$ cat src/rtl/ahb_arb_pkg.sv
`default_nettype none
// ============================================================================
// Module   : ahb_arb_pkg
// Purpose  : Shared AHB-Lite transfer codes and arbiter FSM state encoding.
// Revision : 1.0
// ============================================================================
package ahb_arb_pkg;

   localparam logic [1:0] HTRANS_IDLE   = 2'b00;
   localparam logic [1:0] HTRANS_NONSEQ = 2'b10;

   typedef enum logic [1:0] {
      ST_IDLE = 2'd0,
      ST_ADDR = 2'd1,
      ST_DATA = 2'd2
   } arb_state_e;

endpackage
`default_nettype wire

$ cat src/rtl/rr_arb2.sv
`default_nettype none
// ============================================================================
// Module   : rr_arb2
// Purpose  : Two-way round-robin grant; on a tie the requester not served last wins.
// Revision : 1.0
// ============================================================================
module rr_arb2 (
   input  logic [1:0] valid,
   input  logic       last_grant,
   output logic [1:0] grant
);

   always_comb begin
      grant = 2'b00;
      case (valid)
         2'b01:   grant = 2'b01;
         2'b10:   grant = 2'b10;
         2'b11:   grant = last_grant ? 2'b01 : 2'b10;
         default: grant = 2'b00;
      endcase
   end

endmodule
`default_nettype wire

$ cat src/rtl/ahb_rr_master_arb.sv
`default_nettype none
// ============================================================================
// Module   : ahb_rr_master_arb
// Purpose  : Two-requester round-robin front end driving single AHB-Lite NONSEQ transfers.
// Revision : 1.0
// ============================================================================
module ahb_rr_master_arb
   import ahb_arb_pkg::*;
#(
   parameter int REGWIDTH   = 32,
   parameter int ADDR_WIDTH = 8,
   parameter int TIMEOUT    = 255
) (
   input  logic                    clk,
   input  logic                    rst_n,
   input  logic [1:0]              req_valid,
   input  logic [1:0]              req_write,
   input  logic [2*ADDR_WIDTH-1:0] req_addr,
   input  logic [2*REGWIDTH-1:0]   req_wdata,
   output logic [1:0]              req_ready,
   output logic [1:0]              rsp_valid,
   output logic [REGWIDTH-1:0]     rsp_rdata,
   output logic                    rsp_err,
   output logic                    m_ahb_hsel,
   output logic                    m_ahb_hwrite,
   output logic [1:0]              m_ahb_htrans,
   output logic [2:0]              m_ahb_hsize,
   output logic [ADDR_WIDTH-1:0]   m_ahb_haddr,
   output logic [REGWIDTH-1:0]     m_ahb_hwdata,
   input  logic                    m_ahb_hready,
   input  logic [REGWIDTH-1:0]     m_ahb_hrdata,
   input  logic                    m_ahb_hresp,
   output logic                    timeout_sticky
);

   localparam int              CW        = $clog2(TIMEOUT + 1);
   localparam logic [2:0]      HSIZE     = 3'($clog2(REGWIDTH / 8));
   localparam logic [CW-1:0]   WAIT_LAST = CW'(TIMEOUT - 1);

   arb_state_e            r_state;
   arb_state_e            w_state_nxt;
   logic                  r_last_grant;
   logic [1:0]            w_grant;
   logic                  w_accept;
   logic                  r_gnt_idx;
   logic                  r_write;
   logic [ADDR_WIDTH-1:0] r_addr;
   logic [REGWIDTH-1:0]   r_wdata;
   logic [CW-1:0]         r_wait_cnt;
   logic                  w_wait_limit;
   logic                  w_done;
   logic                  w_tmo;
   logic [1:0]            r_rsp_valid;
   logic [REGWIDTH-1:0]   r_rsp_rdata;
   logic                  r_rsp_err;
   logic                  r_tmo_sticky;

   rr_arb2 u_rr_arb2 (
      .valid      (req_valid),
      .last_grant (r_last_grant),
      .grant      (w_grant)
   );

   assign req_ready = (rst_n && (r_state == ST_IDLE)) ? w_grant : 2'b00;
   assign w_accept  = |(req_valid & req_ready);

   // The final low-hready cycle is the one that would take the count to TIMEOUT.
   assign w_wait_limit = !m_ahb_hready && (r_wait_cnt == WAIT_LAST);

   always_ff @(posedge clk) begin
      if (!rst_n) begin
         r_state <= ST_IDLE;
      end else begin
         r_state <= w_state_nxt;
      end
   end

   always_comb begin
      w_state_nxt  = r_state;
      w_done       = 1'b0;
      w_tmo        = 1'b0;
      m_ahb_hsel   = 1'b0;
      m_ahb_htrans = HTRANS_IDLE;
      m_ahb_haddr  = '0;
      m_ahb_hwrite = 1'b0;
      m_ahb_hsize  = 3'd0;
      m_ahb_hwdata = '0;
      case (r_state)
         ST_IDLE: begin
            if (w_accept) w_state_nxt = ST_ADDR;
         end
         ST_ADDR: begin
            m_ahb_hsel   = 1'b1;
            m_ahb_htrans = HTRANS_NONSEQ;
            m_ahb_haddr  = r_addr;
            m_ahb_hwrite = r_write;
            m_ahb_hsize  = HSIZE;
            if (m_ahb_hready) begin
               w_state_nxt = ST_DATA;
            end else if (w_wait_limit) begin
               w_state_nxt = ST_IDLE;
               w_tmo       = 1'b1;
            end
         end
         ST_DATA: begin
            m_ahb_hwdata = r_write ? r_wdata : '0;
            if (m_ahb_hready) begin
               w_state_nxt = ST_IDLE;
               w_done      = 1'b1;
            end else if (w_wait_limit) begin
               w_state_nxt = ST_IDLE;
               w_tmo       = 1'b1;
            end
         end
         default: w_state_nxt = ST_IDLE;
      endcase
   end

   always_ff @(posedge clk) begin
      if (!rst_n) begin
         r_last_grant <= 1'b1;
         r_gnt_idx    <= 1'b0;
         r_write      <= 1'b0;
         r_addr       <= '0;
         r_wdata      <= '0;
      end else if (w_accept) begin
         r_last_grant <= w_grant[1];
         r_gnt_idx    <= w_grant[1];
         r_write      <= w_grant[1] ? req_write[1] : req_write[0];
         r_addr       <= w_grant[1] ? req_addr[2*ADDR_WIDTH-1:ADDR_WIDTH] : req_addr[ADDR_WIDTH-1:0];
         r_wdata      <= w_grant[1] ? req_wdata[2*REGWIDTH-1:REGWIDTH] : req_wdata[REGWIDTH-1:0];
      end
   end

   always_ff @(posedge clk) begin
      if (!rst_n) begin
         r_wait_cnt <= '0;
      end else if (w_state_nxt != r_state) begin
         r_wait_cnt <= '0;
      end else if ((r_state != ST_IDLE) && !m_ahb_hready) begin
         r_wait_cnt <= r_wait_cnt + CW'(1);
      end
   end

   // Watchdog completions report an error with zeroed data regardless of hresp.
   always_ff @(posedge clk) begin
      if (!rst_n) begin
         r_rsp_valid  <= 2'b00;
         r_rsp_rdata  <= '0;
         r_rsp_err    <= 1'b0;
         r_tmo_sticky <= 1'b0;
      end else begin
         r_rsp_valid <= 2'b00;
         if (w_done || w_tmo) begin
            r_rsp_valid <= r_gnt_idx ? 2'b10 : 2'b01;
            r_rsp_err   <= w_tmo | m_ahb_hresp;
            r_rsp_rdata <= (w_tmo || r_write) ? '0 : m_ahb_hrdata;
         end
         if (w_tmo) r_tmo_sticky <= 1'b1;
      end
   end

   assign rsp_valid      = r_rsp_valid;
   assign rsp_rdata      = r_rsp_rdata;
   assign rsp_err        = r_rsp_err;
   assign timeout_sticky = r_tmo_sticky;

endmodule
`default_nettype wire

$ cat config.mk
export PLATFORM = sky130hd
export DESIGN_NAME = ahb_rr_master_arb
export DESIGN_NICKNAME = d
export VERILOG_FILES = /design/src/rtl/ahb_arb_pkg.sv /design/src/rtl/rr_arb2.sv /design/src/rtl/ahb_rr_master_arb.sv
export SDC_FILE = /design/constraint.sdc
export NUM_CORES = 1
export LEC_CHECK = 0
export ABC_CLOCK_PERIOD_IN_PS = 2200
export CAP_MARGIN = 20
export CORE_ASPECT_RATIO = 2
export CORE_UTILIZATION = 41
export DETAILED_ROUTE_END_ITERATION = 10
export PLACE_DENSITY = 0.81
export SLEW_MARGIN = 20
export SYNTH_ARGS = -nofsm -noshare
export SYNTH_HDL_FRONTEND = slang
export SYNTH_SLANG_ARGS = --single-unit
$ cat constraint.sdc
create_clock -name clk -period 2.2 [get_ports clk]
set_input_delay 0.44 -clock clk [delete_from_list [all_inputs] [get_ports clk]]
set_output_delay 0.44 -clock clk [all_outputs]
set_load 0.02 [all_outputs]
### Word-level counts from Yosys, hierarchy flattened

Cells that the tools add are included.

| cells by class | value |
|---|---|
| add/sub/neg operators | 1 |
| equality and inequality tests | 7 |
| multiplexer cells | 25 |
| bitwise logic cells | 3 |
| reduce and logical (&&, ||, !) cells | 12 |

Operator list:

| operator | number |
|---|---|
| $mux 32 | 4 |
| $mux 2 | 9 |
| $mux 8 | 2 |
| $pmux 2 s3 | 2 |
| $add 8x1->8 const B | 1 |
| $eq 8x8->1 const B | 1 |
| $mux 1 | 8 |
| $eq 2x2->1 const B | 3 |
| $reduce_or 2->1 | 3 |
| $eq 2x1->1 const B | 2 |
| $logic_and 1x1->1 | 3 |
| $and 2x2->2 | 1 |
| $logic_not 2->1 | 1 |
| $logic_or 1x1->1 | 2 |
| $ne 2x2->1 | 1 |
| $reduce_and 2->1 | 1 |
| $reduce_bool 2->1 | 1 |
| $logic_not 1->1 | 1 |
| $not 1->1 | 1 |
| $or 1x1->1 | 1 |

| word-level totals | value |
|---|---|
| flip-flop bits (word level) | 89 |
| bits of input ports | 120 |

### Longest topological paths before layout

| depth | value |
|---|---|
| depth in word-level cells | 9 |
| mapped depth | 8 |
| mapped depth without buffers | 6 |

### Hierarchy

A second synthesis with hierarchy kept.

| second synthesis, totals | value |
|---|---|
| cells, all modules | 442 |
| area, all modules | 4272.8 µm² |

Modules (own cells, without submodules):

| module | times used | cells an instance | area an instance (µm²) | seq. area each (µm²) |
|---|---|---|---|---|
| ahb_rr_master_arb | 1 | 439 | 4254.1 | 1781.7 |
| rr_arb2 | 1 | 3 | 18.8 | 0.0 |

### Worst setup path after synthesis

Ideal clock, no wire load.

| path | value |
|---|---|
| path type | register to output |
| start | register r_state[0] |
| end | output port req_ready[1] |
| arrival time | 1559 ps |
| setup slack | 201 ps |
| stages on the path, launching flop included | 6 |
| cell sequence | dfxtp_1 > inv_1 > ha_1 > o211ai_1 > buf_2 > a21oi_1 |

| on the way | value |
|---|---|
| word-level cells in the longest chain between the ends | 3 |

RTL lines:

| element | RTL line | RTL |
|---|---|---|
| from (decl) | ahb_rr_master_arb.sv:40 | `arb_state_e r_state;` |
| from (signal assigned) | ahb_rr_master_arb.sv:74 | `r_state <= w_state_nxt;` |
| $logic_not 2->1 | ahb_rr_master_arb.sv:64 | `assign req_ready = (rst_n && (r_state == ST_IDLE)) ? w_grant : 2'b00;` |
| $logic_and 1x1->1 | ahb_rr_master_arb.sv:64 |  |
| $mux 2 | ahb_rr_master_arb.sv:64 |  |
| to (decl) | ahb_rr_master_arb.sv:20 | `output logic [1:0] req_ready,` |

No other way between the ends.

### Worst setup path after layout

| path | value |
|---|---|
| start | register r_state[0] |
| end | output port m_ahb_haddr[3] |

| on the way | value |
|---|---|
| word-level cells in the longest chain between the ends | 2 |

RTL lines:

| element | RTL line | RTL |
|---|---|---|
| $eq 2x1->1 | ahb_rr_master_arb.sv:88 | `case (r_state)` |
| $mux 8 | ahb_rr_master_arb.sv:88 |  |
| to (decl) | ahb_rr_master_arb.sv:28 | `output logic [ADDR_WIDTH-1:0] m_ahb_haddr,` |

No other way between the ends.

==> results.md <==
- Status: completed
- Clock Path Buffers: 2
- Fmax: ~470 MHz
- Die W: ~73 microns
- Max-Cap Viols: 0
- Slew headroom: 65.16%
- Avg WL per Cell: between 15 and 20 microns
- Ys Warns: 0
- Synth Area in Compound Gates: 16.05%
- TritonCTS Sinks: between 80 and 90
- Post-DP Area: 6322 sq um
- CTS tree: built
- Postcts setup bufs: 0
- Worst-Skew Late Latency: 0.33 ns
- H-tree depth: 3
- Syn Area/Cell: ~9.5 sq um
- Largest net degree at the start of global routing: 54
- Fin crit period: 2.115 ns
- Via count: 3995
- DRT iter0 DRCs: 203
- Adder-Cell Fraction of Synth Area: 1.813%
- All-Layer GR Usage: 22.55%
- Hold bufs inserted after CTS: 0
- Flops & latches, synth: 89
- Hold Vio Cnt, Final: 0
- Final cycle utilization of the critical path: 96.12%
- I/O Pins: approximately 210
- Gate Count Post-Synth: 438
- Critical Path Most Common Cell: buf_4
- FP Rows: 51
- Worst-path clk slew: 0.06 ns
- Multi-input gate area: 2116 sq um
- Post-layout instance area: 6440 sq um
- CP Capture Type: output port
- Avg Vias per Cell: 5.209
- Critical Path Fanout Max: 9
- Setup TNS: 0 ns
- TritonCTS buffer count: 9
- Post-synth ARST share: 0%
- Die footprint: 10530 sq um
- Grt ovf: 0
- Vias in the first global route: 3952
- Register area: 1782 sq um
- Dpl cells: 751
- Root buffer cell: clkbuf_16
- Startpoint Class: flop
- Final setup fails: 0
- Core ar.: 9763 sq um
- DP Worst Slack: -0.1140 ns
- Post-synth EDFFs: 0
- Critical Path, Cell by Cell: buf_4, ha_1, buf_4, and2_1, dlygate4sd2_1
- Global-route wire length before repair: 18250 microns
- Max VDD drop: 0.4251 mV
- Critical path arrival: 1.67 ns
- Area delta synth->final: 55.55%
- Die height: ~140 microns
- Final #Nets: ~760
- Final WS setup: 0.08541 ns
- Critical Path RT: 1.76 ns
- Xor and xnor fraction of the mapped netlist area: 1.481%
- Hold Path Class: input port to flop
- Synth Flop Type: dfxtp_1
- Share of layout cells above drive strength 1: 13.86%
- DRC errors left: 0
- Worst Path Buf+Inv: 3
- Detailed-router iteration count before antenna repair: 4
- Fin cells: 767
- Post-synthesis mux area share: 9.912%
- Post-Synth Simple-Gate Area: 21.18%
- Layout Utilization: 65.96%
- Largest stage delay, worst path: roughly 0.33 ns
- Combinational family with the most area after synthesis: simple AND/OR/NAND/NOR gates
- N_diodes: 0
- CP max-delay cell: dlygate4sd2_1
- Final Wtd Congestion: 0.8541
- Slew Viols, Final: 0
- Starting Density: 42.41%
- Crit path kind: flop to output port
- Leakage: 2.580 nW
- Register area share after synthesis: 43.03%
- Total Wirelength: around 12000 microns
- Synth cell types: 46
- Initial antenna violation count: 0
- Pwr dens: ~650 nW/um^2
- CP top delay family: buffers and inverters
- Skew final: 0.009111 ns
- Dpl hpwl: slightly below 9000 microns
- # fillers: 824
- Post-synthesis cell area: 4140 sq um
- Post-route antenna net violation count: 0
- Port bufs: roughly 200
- Slew @ Worst Pin: 0.5178 ns
path summary, 6_finish.rpt:
check,from,slack [ns],end,cells after the start
worst min register to register,r_gnt_idx$_SDFFE_PN0P_,0.46,rsp_valid[1]$_SDFF_PN0_,2
worst max-delay path,r_state[0]$_SDFF_PN0_,0.09,m_ahb_haddr[3],5
worst min-delay path,rst_n,0.44,r_wdata[0]$_SDFFE_PN0P_,3
worst max register to register,r_state[0]$_SDFF_PN0_,0.13,r_wait_cnt[7]$_SDFFE_PP0P_,7
power by group:
| group | internal (W) | total [W] | switching (W) | leakage [nW] |
|---|---|---|---|---|
| sequential | 0.00174 | 0.00181 | 0.0000703 | 0.728 |
| clock | 0.000878 | 0.00148 | 0.000598 | 0.139 |
| combinational | 0.000460 | 0.000866 | 0.000406 | 1.71 |
repair_timing:
action,in CTS,in global routing
setup endpoints to repair,46,35
gates cloned,0,0
resized for setup,54,60
cells in the final DEF, fill, tap and decap left out, types with 2 or more instances in the layout:
cell and n:
o21ai_0 45, buf_4 16, xnor2_1 4, nor3_1 7, a21oi_1 4, nor2b_1 33, buf_12 6, mux2i_1 41
clkbuf_2 32, dlygate4sd2_1 11, nand3_1 43, clkinv_2 2, nor3_2 2, a22oi_2 5, clkdlybuf4s50_1 154, conb_1 3
clkdlybuf4s15_1 3, ha_1 5, clkbuf_16 9, nand2_1 8, nand2b_1 3, and3_1 32, inv_1 4, xor2_1 3
nor2_1 5, a22oi_1 27, clkbuf_1 2, dfxtp_1 89, and2_1 10, and4_1 2
layer usage:
metal	up-vias	part of all wire, %	GRT usage [%]
li1	1937	-	-
met1	1863	35	22.49
met2	165	55	41.96
met3	30	5.8	4.878
met4	0	3.9	12.18
met5	-	0	0
flip-flops by register name (all words and copies together) (netlist names):
register	flops
r_wdata	32
r_last_grant	1
r_wait_cnt	8
r_addr	8
rsp_valid	2
rsp_rdata	32
r_gnt_idx	1
r_write	1
r_state	2
rsp_err	1
timeout_sticky	1
synth_stat cells (all sizes together) (2+ instances only):
library cell / instances / area (sq um)
a21oi: 4 / 20.02
a22oi: 32 / 265.3
and2: 10 / 62.56
and3: 32 / 200.2
and4: 2 / 17.52
buf: 27 / 177.7
clkbuf: 17 / 73.82
dfxtp: 89 / 1782
ha: 6 / 75.07
inv: 4 / 15.01
mux2i: 41 / 410.4
nand2: 8 / 30.03
nand2b: 3 / 18.77
nand3: 43 / 215.2
nor2: 6 / 22.52
nor2b: 33 / 206.5
nor3: 9 / 55.05
o21ai: 45 / 225.2
o31a: 2 / 18.77
xnor2: 4 / 35.03
xor2: 3 / 26.28
metrics by stage:
stage,hold WS [ns],total power [W]
after global routing,0.4396,0.004352
after CTS,0.4272,0.004198
final,0.4404,0.004157
after detailed placement,0.4530,0.002738
after global placement,0.4313,0.002702
after floorplan,0.4208,0.002299
final cells by class:
type / count / share of cell area, %
clock buffer: 11 / 3.614
clock inverter: 5 / 0.8743
inverter: 4 / 0.2331
multi-input combinational: 303 / 32.85
sequential: 89 / 27.67
tap: 132 / 2.565
timing repair buffer: 223 / 32.19
logic make-up (layout without fill, tap and decap cells):
kind of cell	after synthesis	count (layout)
xor gates and xnor gates	7	7
muxes	41	41
and+or+nand+nor	152	152
buffers and inverters	48	243
adders and majority gates	6	6
DFF	89	89
other	1	3
AOI/OAI and AO/OA	94	94
tightest hold or removal path, stage by stage:
cell     delay [ns]
buf_2          0.15
nand3_1        0.08
o21ai_0        0.06
Power figures use the tool's default switching activity.
